<file path="config.mk">
export PLATFORM = sky130hd
export DESIGN_NAME = dma_writeback_flat
export DESIGN_NICKNAME = d
export VERILOG_FILES = /design/src/rtl/dma_pkg.sv /design/src/rtl/dma_writeback_if.sv /design/src/rtl/dma_writeback_fifo.sv /design/src/rtl/dma_writeback.sv /design/src/flat_wrapper.sv
export SDC_FILE = /design/constraint.sdc
export NUM_CORES = 1
export LEC_CHECK = 0
export BUFFER_PORTS_ARGS = -buffer_cell sky130_fd_sc_hd__buf_2
export CELL_PAD_IN_SITES_DETAIL_PLACEMENT = 0
export CELL_PAD_IN_SITES_GLOBAL_PLACEMENT = 1
export CORE_ASPECT_RATIO = 1.4
export CORE_MARGIN = 10
export CORE_UTILIZATION = 39
export DETAILED_ROUTE_END_ITERATION = 8
export PLACE_DENSITY = 0.67
export SLEW_MARGIN = 20
export SYNTH_ARGS = -nofsm -noshare
export SYNTH_HDL_FRONTEND = slang
export SYNTH_HIERARCHICAL = 1
export SYNTH_SLANG_ARGS = --single-unit
</file>
<file path="constraint.sdc">
create_clock -name wb_clk_i -period 4.45 [get_ports wb_clk_i]
set_input_delay 0.445 -clock wb_clk_i [delete_from_list [all_inputs] [get_ports wb_clk_i]]
set_output_delay 0.445 -clock wb_clk_i [all_outputs]
set_load 0.005 [all_outputs]
</file>
<file path="src/rtl/dma_pkg.sv">
// Shared definitions for the SDRAM<->accelerator DMA engines.
// Covers command addresses, the command word layout and the FSM encoding.
package dma_pkg;

    localparam logic [31:0] CMD_ADDR_RD = 32'h3000_0678;
    localparam logic [31:0] CMD_ADDR_WR = 32'h3000_067C;
    localparam logic [9:0]  DRAM_BASE   = 10'h1E0;

    // CPU command word: bank in [17:16], base byte addr in [15:8], end byte addr in [7:0]
    typedef struct packed {
        logic [13:0] rsvd;
        logic [1:0]  bank;
        logic [7:0]  base;
        logic [7:0]  last;
    } dma_cmd_t;

    typedef enum logic [1:0] {
        ST_IDLE  = 2'd0,
        ST_ARMED = 2'd1,
        ST_WRITE = 2'd2,
        ST_DONE  = 2'd3
    } dma_state_e;

    function automatic logic [31:0] dram_addr(input logic [1:0] bank, input logic [7:0] addr);
        return {DRAM_BASE, 12'd0, bank, addr};
    endfunction

endpackage

</file>
<file path="src/rtl/dma_writeback_if.sv">
// SDRAM controller Wishbone slave port; signal names follow the slave's point of view.
interface dma_writeback_if #(
    parameter int unsigned DATA_WIDTH = 32
);
    logic                  dram_wbs_stb_i;
    logic                  dram_wbs_cyc_i;
    logic                  dram_wbs_we_i;
    logic [3:0]            dram_wbs_sel_i;
    logic [31:0]           dram_wbs_adr_i;
    logic [DATA_WIDTH-1:0] dram_wbs_dat_i;
    logic                  dram_wbs_ack_o;

    modport master (
        output dram_wbs_stb_i, dram_wbs_cyc_i, dram_wbs_we_i, dram_wbs_sel_i,
        output dram_wbs_adr_i, dram_wbs_dat_i,
        input  dram_wbs_ack_o
    );

    modport slave (
        input  dram_wbs_stb_i, dram_wbs_cyc_i, dram_wbs_we_i, dram_wbs_sel_i,
        input  dram_wbs_adr_i, dram_wbs_dat_i,
        output dram_wbs_ack_o
    );
endinterface

</file>
<file path="src/rtl/dma_writeback_fifo.sv">
// Result FIFO with show-ahead read; pop and push in the same cycle are legal even when full.
module dma_writeback_fifo #(
    parameter int unsigned DATA_WIDTH = 32,
    parameter int unsigned DEPTH      = 4
) (
    input  logic                  clk,
    input  logic                  rst_n,
    input  logic                  i_push,
    input  logic [DATA_WIDTH-1:0] i_data,
    input  logic                  i_pop,
    output logic [DATA_WIDTH-1:0] o_data,
    output logic                  o_full,
    output logic                  o_empty
);
    localparam int unsigned AW = $clog2(DEPTH);

    logic [DATA_WIDTH-1:0] r_mem [DEPTH];
    logic [AW:0]           r_wr_ptr;
    logic [AW:0]           r_rd_ptr;
    logic                  w_push;
    logic                  w_pop;

    assign o_empty = (r_wr_ptr == r_rd_ptr);
    assign o_full  = (r_wr_ptr[AW] != r_rd_ptr[AW]) &&
                     (r_wr_ptr[AW-1:0] == r_rd_ptr[AW-1:0]);
    assign w_pop   = i_pop && !o_empty;
    assign w_push  = i_push && (!o_full || w_pop);
    assign o_data  = r_mem[r_rd_ptr[AW-1:0]];

    always_ff @(posedge clk or negedge rst_n) begin
        if (!rst_n) begin
            r_wr_ptr <= '0;
            r_rd_ptr <= '0;
        end else begin
            if (w_push) r_wr_ptr <= r_wr_ptr + (AW+1)'(1);
            if (w_pop)  r_rd_ptr <= r_rd_ptr + (AW+1)'(1);
        end
    end

    // Storage is not reset; the pointers define what is valid
    always_ff @(posedge clk) begin
        if (w_push) r_mem[r_wr_ptr[AW-1:0]] <= i_data;
    end

endmodule

</file>
<file path="src/rtl/dma_writeback.sv">
// Write-direction DMA: drains accelerator results into SDRAM as single-word Wishbone writes.
// Started by one snooped CPU write carrying bank and byte-address range.
module dma_writeback
    import dma_pkg::*;
#(
    parameter int unsigned DATA_WIDTH = 32,
    parameter int unsigned DEPTH      = 4,
    parameter logic [31:0] CMD_ADDR   = CMD_ADDR_WR
) (
    input  logic                  wb_clk_i,
    input  logic                  wb_rst_ni,
    input  logic                  cpu_wbs_stb_i,
    input  logic                  cpu_wbs_cyc_i,
    input  logic                  cpu_wbs_we_i,
    input  logic [31:0]           cpu_wbs_adr_i,
    input  logic [31:0]           cpu_wbs_dat_i,
    input  logic                  acc_res_valid_i,
    input  logic [DATA_WIDTH-1:0] acc_res_data_i,
    output logic                  acc_res_ready_o,
    dma_writeback_if.master       dram,
    output logic                  busy_o,
    output logic                  done_o
);
    dma_state_e            r_state, w_state_nxt;
    dma_cmd_t              w_cmd;
    logic [1:0]            r_bank;
    logic [5:0]            r_addr;
    logic [5:0]            r_end;
    logic                  r_stb, w_stb_nxt;
    logic [31:0]           r_adr, w_adr_nxt;
    logic [DATA_WIDTH-1:0] r_dat, w_dat_nxt;
    logic                  r_busy, w_busy_nxt;
    logic                  r_done, w_done_nxt;
    logic                  w_cmd_hit;
    logic                  w_ack;
    logic                  w_full, w_empty;
    logic [DATA_WIDTH-1:0] w_head;
    logic                  w_unused;

    assign w_cmd     = dma_cmd_t'(cpu_wbs_dat_i);
    assign w_cmd_hit = cpu_wbs_cyc_i && cpu_wbs_stb_i && cpu_wbs_we_i && (cpu_wbs_adr_i == CMD_ADDR);
    // Only an ack against a strobe we are driving counts
    assign w_ack     = dram.dram_wbs_ack_o && r_stb;
    assign w_unused  = ^{w_cmd.rsvd, w_cmd.base[1:0], w_cmd.last[1:0]};

    assign acc_res_ready_o = !w_full;

    dma_writeback_fifo #(
        .DATA_WIDTH (DATA_WIDTH),
        .DEPTH      (DEPTH)
    ) fifo_res (
        .clk     (wb_clk_i),
        .rst_n   (wb_rst_ni),
        .i_push  (acc_res_valid_i && !w_full),
        .i_data  (acc_res_data_i),
        .i_pop   (w_ack),
        .o_data  (w_head),
        .o_full  (w_full),
        .o_empty (w_empty)
    );

    // Next state and next values of the registered bus/status outputs
    always_comb begin
        w_state_nxt = r_state;
        case (r_state)
            ST_IDLE:  if (w_cmd_hit) w_state_nxt = ST_ARMED;
            ST_ARMED: if (!w_empty)  w_state_nxt = ST_WRITE;
            ST_WRITE: if (w_ack)     w_state_nxt = (r_addr == r_end) ? ST_DONE : ST_ARMED;
            ST_DONE:                 w_state_nxt = ST_IDLE;
            default:                 w_state_nxt = ST_IDLE;
        endcase

        w_stb_nxt  = (r_state == ST_WRITE) && !w_ack;
        w_adr_nxt  = w_stb_nxt ? dram_addr(r_bank, {r_addr, 2'b00}) : 32'd0;
        w_dat_nxt  = w_stb_nxt ? w_head : '0;
        w_busy_nxt = (w_state_nxt == ST_ARMED) || (w_state_nxt == ST_WRITE);
        w_done_nxt = (w_state_nxt == ST_DONE);
    end

    always_ff @(posedge wb_clk_i or negedge wb_rst_ni) begin
        if (!wb_rst_ni) begin
            r_state <= ST_IDLE;
            r_bank  <= 2'd0;
            r_addr  <= 6'd0;
            r_end   <= 6'd0;
            r_stb   <= 1'b0;
            r_adr   <= 32'd0;
            r_dat   <= '0;
            r_busy  <= 1'b0;
            r_done  <= 1'b0;
        end else begin
            r_state <= w_state_nxt;
            r_stb   <= w_stb_nxt;
            r_adr   <= w_adr_nxt;
            r_dat   <= w_dat_nxt;
            r_busy  <= w_busy_nxt;
            r_done  <= w_done_nxt;
            // Word address counter wraps modulo 256 bytes
            if ((r_state == ST_IDLE) && w_cmd_hit) begin
                r_bank <= w_cmd.bank;
                r_addr <= w_cmd.base[7:2];
                r_end  <= w_cmd.last[7:2];
            end else if (w_ack) begin
                r_addr <= r_addr + 6'd1;
            end
        end
    end

    assign dram.dram_wbs_stb_i = r_stb;
    assign dram.dram_wbs_cyc_i = r_stb;
    assign dram.dram_wbs_we_i  = r_stb;
    assign dram.dram_wbs_sel_i = {4{r_stb}};
    assign dram.dram_wbs_adr_i = r_adr;
    assign dram.dram_wbs_dat_i = r_dat;
    assign busy_o              = r_busy;
    assign done_o              = r_done;

endmodule

</file>
<file path="src/flat_wrapper.sv">
// flat-port wrapper written by rule: the top's interface ports become plain ports
module dma_writeback_flat import dma_pkg::*;
#(
    parameter int unsigned DATA_WIDTH = 32,
    parameter int unsigned DEPTH      = 4,
    parameter logic [31:0] CMD_ADDR   = CMD_ADDR_WR
)
  (wb_clk_i, wb_rst_ni, cpu_wbs_stb_i, cpu_wbs_cyc_i, cpu_wbs_we_i, cpu_wbs_adr_i, cpu_wbs_dat_i, acc_res_valid_i, acc_res_data_i, acc_res_ready_o, busy_o, done_o, dram_dram_wbs_stb_i, dram_dram_wbs_cyc_i, dram_dram_wbs_we_i, dram_dram_wbs_sel_i, dram_dram_wbs_adr_i, dram_dram_wbs_dat_i, dram_dram_wbs_ack_o);
  dma_writeback_if #(.DATA_WIDTH(DATA_WIDTH)) dram_i ();
  input  logic wb_clk_i;
  input  logic wb_rst_ni;
  input  logic cpu_wbs_stb_i;
  input  logic cpu_wbs_cyc_i;
  input  logic cpu_wbs_we_i;
  input  logic [31:0] cpu_wbs_adr_i;
  input  logic [31:0] cpu_wbs_dat_i;
  input  logic acc_res_valid_i;
  input  logic [DATA_WIDTH-1:0] acc_res_data_i;
  output logic acc_res_ready_o;
  output logic busy_o;
  output logic done_o;
  output wire logic [$bits(dram_i.dram_wbs_stb_i)-1:0] dram_dram_wbs_stb_i;
  output wire logic [$bits(dram_i.dram_wbs_cyc_i)-1:0] dram_dram_wbs_cyc_i;
  output wire logic [$bits(dram_i.dram_wbs_we_i)-1:0] dram_dram_wbs_we_i;
  output wire logic [$bits(dram_i.dram_wbs_sel_i)-1:0] dram_dram_wbs_sel_i;
  output wire logic [$bits(dram_i.dram_wbs_adr_i)-1:0] dram_dram_wbs_adr_i;
  output wire logic [$bits(dram_i.dram_wbs_dat_i)-1:0] dram_dram_wbs_dat_i;
  input wire logic [$bits(dram_i.dram_wbs_ack_o)-1:0] dram_dram_wbs_ack_o;
  assign dram_dram_wbs_stb_i = dram_i.dram_wbs_stb_i;
  assign dram_dram_wbs_cyc_i = dram_i.dram_wbs_cyc_i;
  assign dram_dram_wbs_we_i = dram_i.dram_wbs_we_i;
  assign dram_dram_wbs_sel_i = dram_i.dram_wbs_sel_i;
  assign dram_dram_wbs_adr_i = dram_i.dram_wbs_adr_i;
  assign dram_dram_wbs_dat_i = dram_i.dram_wbs_dat_i;
  assign dram_i.dram_wbs_ack_o = dram_dram_wbs_ack_o;
  dma_writeback #(.DATA_WIDTH(DATA_WIDTH), .DEPTH(DEPTH), .CMD_ADDR(CMD_ADDR)) u_core (.wb_clk_i(wb_clk_i), .wb_rst_ni(wb_rst_ni), .cpu_wbs_stb_i(cpu_wbs_stb_i), .cpu_wbs_cyc_i(cpu_wbs_cyc_i), .cpu_wbs_we_i(cpu_wbs_we_i), .cpu_wbs_adr_i(cpu_wbs_adr_i), .cpu_wbs_dat_i(cpu_wbs_dat_i), .acc_res_valid_i(acc_res_valid_i), .acc_res_data_i(acc_res_data_i), .acc_res_ready_o(acc_res_ready_o), .dram(dram_i), .busy_o(busy_o), .done_o(done_o));
endmodule
</file>
==> results of run 1 <==
-- cell usage in the layout (no fill, tap or decap), types with 2 or more instances in the layout --
| cell type | synthesis | final |
|---|---|---|
| nand4_1 | 7 | 7 |
| ha_1 | 7 | 7 |
| mux2_1 | 2 | 2 |
| o21ai_0 | 2 | 2 |
| inv_6 | 0 | 4 |
| buf_2 | 6 | 137 |
| and2_1 | 42 | 42 |
| nor4_1 | 3 | 3 |
| conb_1 | 1 | 20 |
| nand2_1 | 5 | 5 |
| edfxtp_1 | 128 | 128 |
| nor2b_1 | 5 | 4 |
| and3_2 | 0 | 3 |
| clkinv_4 | 0 | 2 |
| dfrtp_2 | 0 | 2 |
| xnor2_1 | 12 | 12 |
| clkinvlp_4 | 0 | 3 |
| nor4bb_1 | 2 | 2 |
| nor2_1 | 4 | 4 |
| mux4_2 | 32 | 32 |
| o31ai_1 | 2 | 2 |
| mux2_2 | 15 | 15 |
| nor3_1 | 4 | 4 |
| clkbuf_16 | 0 | 17 |
| xor2_1 | 3 | 3 |
| buf_4 | 30 | 5 |
| dfrtp_1 | 65 | 63 |
| inv_1 | 5 | 4 |
-- final timing paths --
| path | startpoint | endpoint | slack (ns) | cells past startpoint |
|---|---|---|---|---|
| max | u_core/fifo_res/r_wr_ptr[2] | u_core/fifo_res/r_mem[3][27] | 1.65 | 6 |
| min | wb_rst_ni | u_core/r_addr[3] | 0.15 | 1 |
| max reg2reg | u_core/fifo_res/r_wr_ptr[2] | u_core/fifo_res/r_mem[3][27] | 1.65 | 6 |
| min reg2reg | u_core/r_bank[0] | u_core/dram.dram_wbs_adr_i[8] | 0.48 | 1 |
| max in group asynchronous | wb_rst_ni | u_core/fifo_res/r_rd_ptr[0] | 3.70 | 1 |
| min in group wb_clk_i | acc_res_data_i[3] | u_core/fifo_res/r_mem[3][3] | 0.23 | 1 |
-- Yosys cell counts, types with 5 or more instances --
cell type | n | area (sq um)
and2_1 | 42 | 263
buf_2 | 6 | 30.0
buf_4 | 30 | 225
clkbuf_1 | 6 | 22.5
dfrtp_1 | 65 | 1630
edfxtp_1 | 128 | 3840
ha_1 | 7 | 87.6
inv_1 | 5 | 18.8
mux2_2 | 15 | 169
mux4_2 | 32 | 721
nand2_1 | 5 | 18.8
nand4_1 | 7 | 43.8
nor2b_1 | 5 | 31.3
xnor2_1 | 12 | 105
-- final cells by class --
| cell class | count | area (sq um) |
|---|---|---|
| fillers | 1714 | 10200 |
| flip-flops and latches | 193 | 5470 |
| multi-input cells | 186 | 1850 |
| repair buffers | 142 | 723 |
| clock buffers | 18 | 429 |
| well taps | 248 | 310 |
| clock inverters | 13 | 125 |
| inverters | 5 | 18.8 |
| diodes | 1 | 2.50 |
-- layer usage --
layer | vias up | share of wire | track usage
met1 | 1974 | 0.38 | 0.138
li1 | 1767 | - | -
met3 | 16 | 0.096 | 0.0444
met4 | 0 | 0.017 | 0.0482
met5 | - | 0 | 0
met2 | 141 | 0.51 | 0.207
-- per-stage QoR --
step,power [uW],cells
CTS,5740,805
finish,5630,806
detailed placement,4300,774
global route,5970,806
floorplan,3730,430
global placement,4260,774
-- report_power, final --
group	internal [uW]	leakage [uW]	switching (uW)	total, uW
Clock	777	0.000259	652	1430
Sequential	2450	0.00203	180	2630
Combinational	726	0.00135	845	1570
-- cells by family after synthesis --
kind of cell	after synthesis	share of synthesized area
adder cells (fa/ha/maj)	7	0.0116
AND/OR/NAND/NOR	81	0.0675
other	1	0.000496
flip-flops	193	0.723
multiplexers	49	0.121
AO/OA/AOI/OAI	13	0.0144
buffers and inverters	51	0.0424
XOR/XNOR	16	0.0195
-- sequential cells by signal, summed over array words and instances, names as in the netlist --
signal	cells
u_core/dram.dram_wbs_adr_i	9
u_core/r_bank	2
u_core/r_end	6
u_core/fifo_res/r_wr_ptr	3
u_core/r_addr	6
u_core/busy_o	1
u_core/dram.dram_wbs_dat_i	32
u_core/r_state	2
u_core/done_o	1
u_core/fifo_res/r_mem	128
u_core/fifo_res/r_rd_ptr	3
==> impl_metrics.env, run 1 <==
export IMPL_run_status="completed"
export IMPL_critical_path_max_stage_delay_ns=0.68
export IMPL_max_clock_freq_mhz=358
export IMPL_setup_ws_ns=1.65
export IMPL_final_min_period_over_clock_period=0.629
export IMPL_layout_drive_gt1_share=0.413
export IMPL_timing_setup_critical_path_class="flip-flop to flip-flop"
export IMPL_vdd_ir_drop_worst_v=0.000242
export IMPL_synthCells=411
export IMPL_postCtsSetupBuffers=0
export IMPL_cellLeakagePower_uw=0.00364
export IMPL_ys_seq_elements=193
export IMPL_synthesis_area_per_instance_sq_um=18.4
export IMPL_worstHoldPathType="input pin to asynchronous set/reset pin"
export IMPL_grt_first_pass_wirelength_um=23300
export IMPL_critPathTopFamily="simple AND/OR/NAND/NOR gates"
export IMPL_synth_async_reset_ratio=0.337
export IMPL_cp_data_arrival_time_ns=2.84
export IMPL_netlist_area_sq_um=7560
export IMPL_pre_cts_setup_slack_ns=1.65
export IMPL_h_tree_depth=4
export IMPL_max_cap_violations=0
export IMPL_detail_route_iter0_violations=186
export IMPL_timing_final_hold_violations=0
export IMPL_final_cell_area_sq_um=8930
export IMPL_syn_to_final_growth_pct=18.2
export IMPL_first_global_vias=4155
export IMPL_clk_lat_worst_skew_ns=0.43
export IMPL_detail_route_antenna_nets=0
export IMPL_detail_route_wirelength_um=15400
export IMPL_cts_sinks=193
export IMPL_core_area_sq_um=19100
export IMPL_cts_inserted_buffers=17
export IMPL_number_of_setup_violations_in_the_final_report=0
export IMPL_detail_route_drc_violations=0
export IMPL_worst_hold_slack_ns=0.151
export IMPL_synth_seq_area_share=0.723
export IMPL_cts_max_path_buffers=2
export IMPL_synth_ff_type="edfxtp_1"
export IMPL_timing_max_transition_violations_final=0
export IMPL_slowest_stage="inv_2"
export IMPL_max_slew_margin=0.283
export IMPL_synth_distinct_cells=42
export IMPL_number_of_buffers_and_inverters_on_the_critical_path=1
export IMPL_post_route_util=0.467
export IMPL_timing_critical_path_from_type="flip-flop"
export IMPL_place_port_buffers=138
export IMPL_cts_tree="done"
export IMPL_grt_usage=0.123
export IMPL_num_nets_final=655
export IMPL_synth_enable_flop_cells=128
export IMPL_dr_total_vias=3898
export IMPL_unrepaired_setup_endpoints_after_global_routing="no"
export IMPL_placedInstanceArea_sq_um=8380
export IMPL_end_kind="flip-flop"
export IMPL_postCtsHoldBufs=0
export IMPL_timing_clock_skew_ns=0.0101
export IMPL_initial_core_utilization=0.395
export IMPL_drt_pass1_iter_count=6
export IMPL_x_dimension_of_the_die_um=138
export IMPL_cp_data_required_time_ns=4.50
export IMPL_setup_tns_final_ns=0
export IMPL_vias_per_cell=4.84
export IMPL_cp_cell_sequence="xnor2_1, nor3_1, nor2b_1, and2_1, o41ai_2, inv_2"
export IMPL_yosys_warnings=6
export IMPL_cellPowerDensity_nw_per_um2=630
export IMPL_die_height_um=185
export IMPL_place_hpwl_um=9890
export IMPL_finalWorstPathRequiredPeriod_ns=2.80
export IMPL_die_area_sq_um=25400
export IMPL_gp_routability_congestion=0.885
export IMPL_clk_pin_slew_ns=0.06
export IMPL_post_drt_wl_per_cell_um=19.1
export IMPL_max_slew_worst_pin_slew_ns=1.07
export IMPL_clk_root_buffer_cell="clkbuf_16"
export IMPL_post_cts_resized=0
export IMPL_design_portCount=177
export IMPL_number_of_antenna_violations_at_the_first_check_in_global_routing=1
export IMPL_num_rows=60
export IMPL_globalRouteOverflowTotal=0
export IMPL_worstPathMaxFanout=32
export IMPL_largest_net_degree_at_the_start_of_global_routing=66
Power figures use the tool's default switching activity.
==> inputs of run 2 (changes only) <==
--- a/config.mk
+++ b/config.mk
@@ -5,14 +5,15 @@
 export SDC_FILE = /design/constraint.sdc
 export NUM_CORES = 1
 export LEC_CHECK = 0
+export ABC_AREA = 1
 export BUFFER_PORTS_ARGS = -buffer_cell sky130_fd_sc_hd__buf_2
 export CELL_PAD_IN_SITES_DETAIL_PLACEMENT = 0
 export CELL_PAD_IN_SITES_GLOBAL_PLACEMENT = 1
 export CORE_ASPECT_RATIO = 1.4
 export CORE_MARGIN = 10
-export CORE_UTILIZATION = 39
+export CORE_UTILIZATION = 38
 export DETAILED_ROUTE_END_ITERATION = 8
-export PLACE_DENSITY = 0.67
+export PLACE_DENSITY = 0.72
 export SLEW_MARGIN = 20
 export SYNTH_ARGS = -nofsm -noshare
 export SYNTH_HDL_FRONTEND = slang
==> constraint.sdc (replaced) <==
create_clock -name wb_clk_i -period 2.4 [get_ports wb_clk_i]
set_input_delay 0.24 -clock wb_clk_i [delete_from_list [all_inputs] [get_ports wb_clk_i]]
set_output_delay 0.24 -clock wb_clk_i [all_outputs]
set_load 0.005 [all_outputs]
==> run 2 against run 1 <==
Compared with the run above: via count grew 34%; clock power up 110%; first-iteration DRC count did not move; count of clock-buffer cells in the layout increased by 2; sequential share of layout area fell by 4.1 points; cell area up 7.1%; fmax grew 34%; die area is 7.9% higher; sequential power up 58%; critical endpoint is now u_core/fifo_res/r_mem[2][30]; non-clock buffer count increased by 14; combinational power is 38% lower; largest power group unchanged.
==> impl_metrics.env, run 2 <==
export IMPL_largest_register_ff_count=128
export IMPL_most_numerous_cell_in_the_yosys_netlist="nor2_1"
export IMPL_run_status="completed"
export IMPL_detail_route_drc_violations=0
export IMPL_worstSetupPathDepth=9
export IMPL_reg2reg_to="u_core/fifo_res/r_mem[2][30]"
export IMPL_synth_ff_type="edfxtp_1"
export IMPL_drt_pass1_iter_count=4
export IMPL_x_dimension_of_the_die_um=143
export IMPL_place_port_buffers=138
export IMPL_die_area_sq_um=27400
export IMPL_dr_total_vias=5220
export IMPL_layout_drive_gt1_share=0.241
export IMPL_clk_pin_slew_ns=0.07
export IMPL_max_cap_violations=0
export IMPL_number_of_antenna_violations_at_the_first_check_in_global_routing=3
export IMPL_cp_data_arrival_time_ns=2.18
export IMPL_synthCells=722
export IMPL_synth_distinct_cells=31
export IMPL_clk_lat_worst_skew_ns=0.42
export IMPL_end_kind="flip-flop"
export IMPL_synth_async_reset_ratio=0.337
export IMPL_synth_enable_flop_cells=128
export IMPL_synth_top_cells_by_area="edfxtp_1 (48%), dfrtp_1 (20%), nor2_1 (6.7%), o21ai_0 (4.9%), inv_1 (4.1%)"
export IMPL_num_nets_final=968
export IMPL_number_of_setup_violations_in_the_final_report=0
export IMPL_detail_route_wirelength_um=17800
export IMPL_timing_max_transition_violations_final=0
export IMPL_reg2reg_setup_slack_ns=0.31
export IMPL_synthTopCellsByCount="nor2_1 (144), edfxtp_1 (128), inv_1 (88)"
export IMPL_r2r_worst_path_cells=9
export IMPL_post_cts_resized=0
export IMPL_yosys_warnings=6
export IMPL_syn_to_final_growth_pct=19.1
export IMPL_numPlacedInstances=1094
export IMPL_worstHoldPathType="input pin to flip-flop"
export IMPL_crit_reg2reg_launch="u_core/fifo_res/r_wr_ptr[0]"
export IMPL_netlist_area_sq_um=8030
export IMPL_num_rows=62
export IMPL_clk_root_buffer_cell="clkbuf_16"
export IMPL_startpoint_of_the_most_critical_setup_path="u_core/fifo_res/r_wr_ptr[0]"
export IMPL_setup_tns_final_ns=0
export IMPL_finalWorstPathRequiredPeriod_ns=2.09
export IMPL_totalPowerFinal_uw=8130
export IMPL_critical_path_max_stage_delay_ns=0.41
export IMPL_max_clock_freq_mhz=478
export IMPL_post_route_util=0.464
export IMPL_ys_seq_elements=193
export IMPL_cellLeakagePower_uw=0.00434
export IMPL_synth_seq_area_share=0.681
export IMPL_final_min_period_over_clock_period=0.871
export IMPL_n_fill_cell=1972
export IMPL_grt_first_pass_wirelength_um=27900
export IMPL_grt_usage=0.133
export IMPL_die_height_um=192
export IMPL_number_of_buffers_and_inverters_on_the_critical_path=2
export IMPL_cp_cell_sequence="inv_1, nand2_1, nand2_2, nand2_1, nor2_1, nor2_1, nand2_4, nor2_4, buf_4"
export IMPL_layout_commonest_cell="nor2_1"
export IMPL_post_drt_wl_per_cell_um=15.8
export IMPL_detail_route_antenna_nets=0
export IMPL_cts_tree="done"
export IMPL_cts_inserted_buffers=17
export IMPL_critPathTopFamily="simple AND/OR/NAND/NOR gates"
export IMPL_unrepaired_setup_endpoints_after_global_routing="no"
export IMPL_h_tree_depth=4
export IMPL_largest_net_degree_at_the_start_of_global_routing=66
export IMPL_vdd_ir_drop_worst_v=0.000513
export IMPL_yosysTopAreaCellShare=0.478
export IMPL_first_global_vias=5431
export IMPL_fin_cells=1128
export IMPL_cts_sinks=193
export IMPL_timing_critical_path_from_type="flip-flop"
export IMPL_slowest_stage="dfrtp_1"
export IMPL_cts_max_path_buffers=2
export IMPL_cellPowerDensity_nw_per_um2=850
export IMPL_core_area_sq_um=20600
export IMPL_timing_clock_skew_ns=0.00796
export IMPL_gp_routability_congestion=0.749
export IMPL_max_slew_worst_pin_slew_ns=0.774
export IMPL_max_slew_margin=0.483
export IMPL_postCtsSetupBuffers=0
export IMPL_design_portCount=177
export IMPL_detail_route_iter0_violations=186
export IMPL_worstPathMaxFanout=21
export IMPL_cp_data_required_time_ns=2.49
export IMPL_timing_final_hold_violations=0
export IMPL_synthesis_area_per_instance_sq_um=11.1
export IMPL_crit_end="u_core/fifo_res/r_mem[2][30]"
export IMPL_worst_hold_slack_ns=0.0256
export IMPL_most_common_layout_cells="nor2_1 (140), buf_2 (137), edfxtp_1 (128)"
export IMPL_timing_setup_critical_path_class="flip-flop to flip-flop"
export IMPL_vias_per_cell=4.63
export IMPL_globalRouteOverflowTotal=0
export IMPL_place_hpwl_um=11900
export IMPL_yosys_area_top_type="edfxtp_1"
export IMPL_initial_core_utilization=0.389
run 2: metrics by stage:
| step | worst slack [ns] | cell area, sq um |
|---|---|---|
| global placement | 0.317 | 8920 |
| detailed placement | 0.304 | 8920 |
| CTS | 0.277 | 9570 |
| floorplan | -0.0582 | 8120 |
| global route | 0.148 | 9570 |
| finish | 0.309 | 9570 |
run 2: where the power goes:
group / internal (uW) / total, uW / switching, uW
clock: 1810 / 3000 / 1190
sequential: 4050 / 4160 / 105
combinational: 318 / 974 / 656
total: 6180 / 8130 / 1950
run 2: cells by family after synthesis:
family / count (synthesis) / share of synthesized area
other: 1 / 0.000467
XOR/XNOR: 5 / 0.00639
AND/OR/NAND/NOR: 250 / 0.129
AO/OA/AOI/OAI: 119 / 0.0813
adder cells (fa/ha/maj): 7 / 0.0109
flip-flops: 193 / 0.681
buffers and inverters: 147 / 0.0906
run 2: timing repair:
item                                   in CTS  in global routing
hold buffers                                1                  0
endpoints found under the hold margin      46                  0
setup endpoints to repair                   0                  0
run 2: worst min-delay path by stage:
stage / from / end / slack (ns) / cells past startpoint
after floorplan: wb_rst_ni / u_core/busy_o / -0.06 / 0
after global placement: wb_rst_ni / u_core/r_bank[0] / 0.32 / 1
after detailed placement: wb_rst_ni / u_core/r_bank[0] / 0.33 / 1
after CTS: acc_res_data_i[0] / u_core/fifo_res/r_mem[2][0] / 0.0007 / 1
after global routing: acc_res_data_i[0] / u_core/fifo_res/r_mem[2][0] / 0.003 / 1
final: acc_res_data_i[0] / u_core/fifo_res/r_mem[0][0] / 0.03 / 1
run 2: metal layers:
layer  track usage  routed length (um)
met2         0.250                9650
met3        0.0410                1120
met5             0                  13
met4        0.0438                 201
met1         0.135                6800
run 2: layout make-up:
| cell class | instances | area, sq um | share of cell area |
|---|---|---|---|
| timing repair buffer | 156 | 868 | 0.0907 |
| multi-input combinational | 401 | 1940 | 0.202 |
| sequential | 193 | 5470 | 0.572 |
| antenna | 1 | 2.50 | 0.000261 |
| inverter | 89 | 334 | 0.0349 |
| tap | 256 | 320 | 0.0335 |
| clock inverter | 12 | 180 | 0.0188 |
| clock buffer | 20 | 457 | 0.0477 |
==> inputs of run 3 (changes only) <==
--- a/config.mk
+++ b/config.mk
@@ -7,13 +7,12 @@
 export LEC_CHECK = 0
 export ABC_AREA = 1
 export BUFFER_PORTS_ARGS = -buffer_cell sky130_fd_sc_hd__buf_2
-export CELL_PAD_IN_SITES_DETAIL_PLACEMENT = 0
-export CELL_PAD_IN_SITES_GLOBAL_PLACEMENT = 1
+export CAP_MARGIN = 20
 export CORE_ASPECT_RATIO = 1.4
 export CORE_MARGIN = 10
-export CORE_UTILIZATION = 38
+export CORE_UTILIZATION = 39
 export DETAILED_ROUTE_END_ITERATION = 8
-export PLACE_DENSITY = 0.72
+export PLACE_DENSITY = 0.59
 export SLEW_MARGIN = 20
 export SYNTH_ARGS = -nofsm -noshare
 export SYNTH_HDL_FRONTEND = slang
==> run 3 against run 2 <==
Compared with the run above: routed wire length is 3.4% higher; clock skew is 0.0055 ns higher; first-iteration DRC count is 50% higher; clock power is 10% lower; via count is 2.9% higher; die area is 2.2% lower; total power is 3.8% lower; combinational power is 2% lower; critical endpoint is now u_core/fifo_res/r_mem[1][30]; largest cell class unchanged; largest power group unchanged.
==> impl_metrics.env, run 3 (synthesized netlist as in run 2, its figures left out) <==
export IMPL_run_status="completed"
export IMPL_cts_inserted_buffers=17
export IMPL_gp_routability_congestion=0.816
export IMPL_worstHoldPathType="input pin to flip-flop"
export IMPL_number_of_antenna_violations_at_the_first_check_in_global_routing=3
export IMPL_timing_setup_critical_path_class="flip-flop to flip-flop"
export IMPL_cts_max_path_buffers=2
export IMPL_detail_route_drc_violations=0
export IMPL_detail_route_antenna_nets=0
export IMPL_numPlacedInstances=1095
export IMPL_layout_drive_gt1_share=0.243
export IMPL_drt_pass1_iter_count=4
export IMPL_layout_commonest_cell="nor2_1"
export IMPL_cellPowerDensity_nw_per_um2=823
export IMPL_initial_core_utilization=0.394
export IMPL_worst_hold_slack_ns=0.0128
export IMPL_max_cap_violations=0
export IMPL_most_common_layout_cells="nor2_1 (140), buf_2 (137), edfxtp_1 (128)"
export IMPL_grt_usage=0.136
export IMPL_largest_register_ff_count=128
export IMPL_cts_sinks=193
export IMPL_end_kind="flip-flop"
export IMPL_die_area_sq_um=26800
export IMPL_max_slew_margin=0.488
export IMPL_n_fill_cell=1914
export IMPL_cp_data_arrival_time_ns=2.17
export IMPL_h_tree_depth=4
export IMPL_largest_net_degree_at_the_start_of_global_routing=66
export IMPL_final_min_period_over_clock_period=0.864
export IMPL_post_drt_wl_per_cell_um=16.3
export IMPL_multi_input_comb_area_sq_um=1940
export IMPL_place_hpwl_um=12200
export IMPL_max_slew_worst_pin_slew_ns=0.768
export IMPL_clk_root_buffer_cell="clkbuf_16"
export IMPL_place_port_buffers=138
export IMPL_timing_final_hold_violations=0
export IMPL_setup_ws_ns=0.326
export IMPL_first_global_vias=5567
export IMPL_pre_cts_setup_slack_ns=0.312
export IMPL_timing_clock_skew_ns=0.0135
export IMPL_timing_max_transition_violations_final=0
export IMPL_die_height_um=190
export IMPL_grt_first_pass_wirelength_um=28700
export IMPL_post_cts_resized=0
export IMPL_num_nets_final=970
export IMPL_syn_to_final_growth_pct=18.3
export IMPL_core_area_sq_um=20400
export IMPL_globalRouteOverflowTotal=0
export IMPL_vdd_ir_drop_worst_v=0.000479
export IMPL_cellLeakagePower_uw=0.00431
export IMPL_fin_cells=1131
export IMPL_detail_route_iter0_violations=279
export IMPL_dr_total_vias=5369
export IMPL_register_area_sq_um=5470
export IMPL_finalWorstPathRequiredPeriod_ns=2.07
export IMPL_postCtsHoldBufs=2
export IMPL_num_rows=62
export IMPL_vias_per_cell=4.75
export IMPL_timing_critical_path_from_type="flip-flop"
export IMPL_worstPathMaxFanout=21
export IMPL_detail_route_wirelength_um=18400
export IMPL_number_of_setup_violations_in_the_final_report=0
export IMPL_clk_lat_worst_skew_ns=0.43
export IMPL_unrepaired_setup_endpoints_after_global_routing="no"
export IMPL_postCtsSetupBuffers=0
export IMPL_design_portCount=177
export IMPL_cp_data_required_time_ns=2.50
export IMPL_final_cell_area_sq_um=9510
export IMPL_placedInstanceArea_sq_um=8920
export IMPL_max_clock_freq_mhz=482
export IMPL_x_dimension_of_the_die_um=141
export IMPL_cts_tree="done"
export IMPL_clk_pin_slew_ns=0.07
==> run 3: cell types whose count changed in the layout (fill, tap and decap cells not counted), sizes merged <==
| cell | before | now |
|---|---|---|
| inv | 91 | 97 |
| bufinv | 4 | 0 |
| clkbuf | 20 | 17 |
| clkinvlp | 1 | 3 |
| buf | 155 | 156 |
| clkinv | 5 | 4 |
| diode | 1 | 2 |
| dlygate4sd3 | 1 | 2 |
==> run 3: area by class of cell <==
type	instances	share of cell area
timing repair buffer	158	0.0919
inverter	89	0.0351
sequential	193	0.575
tap	256	0.0337
clock inverter	15	0.0149
antenna	2	0.000526
multi-input combinational	401	0.204
clock buffer	17	0.0447
==> run 3: path summary, 6_finish.rpt <==
check                                            endpoint  cells past startpoint  slack, ns                         from
min                                       u_core/r_end[5]                      3       0.01             cpu_wbs_dat_i[7]
max                          u_core/fifo_res/r_mem[1][30]                      9       0.33  u_core/fifo_res/r_wr_ptr[0]
max reg2reg                  u_core/fifo_res/r_mem[1][30]                      9       0.33  u_core/fifo_res/r_wr_ptr[0]
min in group asynchronous  u_core/dram.dram_wbs_dat_i[13]                      2       0.43                    wb_rst_ni
max in group asynchronous   u_core/dram.dram_wbs_adr_i[9]                      3       1.31                    wb_rst_ni
min reg2reg                 u_core/dram.dram_wbs_adr_i[9]                      2       0.50             u_core/r_bank[1]
==> run 3: critical path, stage by stage (launching register included) <==
cell	delay, ns
dfrtp_1	0.42
inv_1	0.11
nand2_1	0.09
nand2_2	0.08
nand2_1	0.07
nor2_1	0.04
nor2_1	0.29
nand2_4	0.18
nor2_4	0.12
buf_4	0.32
==> run 3: power by group <==
group / internal, uW / switching (uW) / total [uW]
Combinational: 300 / 658 / 958
Clock: 1380 / 1330 / 2700
Sequential: 4050 / 111 / 4160
==> run 3: layer usage <==
metal / routed length [um] / vias to the layer above / GRT usage
met4: 244 / 2 / 0.0478
met5: 7 / - / 0
li1: - / 2618 / -
met1: 7290 / 2577 / 0.142
met2: 9540 / 154 / 0.246
met3: 1310 / 18 / 0.0489
==> run 3: per-stage QoR <==
stage / TNS (ns) / total power, uW / utilization
2_1_floorplan: -7.44 / 4780 / -
3_3_place_gp: 0 / 5190 / 0.437
3_5_place_dp: 0 / 5210 / 0.437
4_1_cts: 0 / 7920 / 0.466
5_1_grt: 0 / 8190 / 0.466
6_report: 0 / 7820 / 0.466
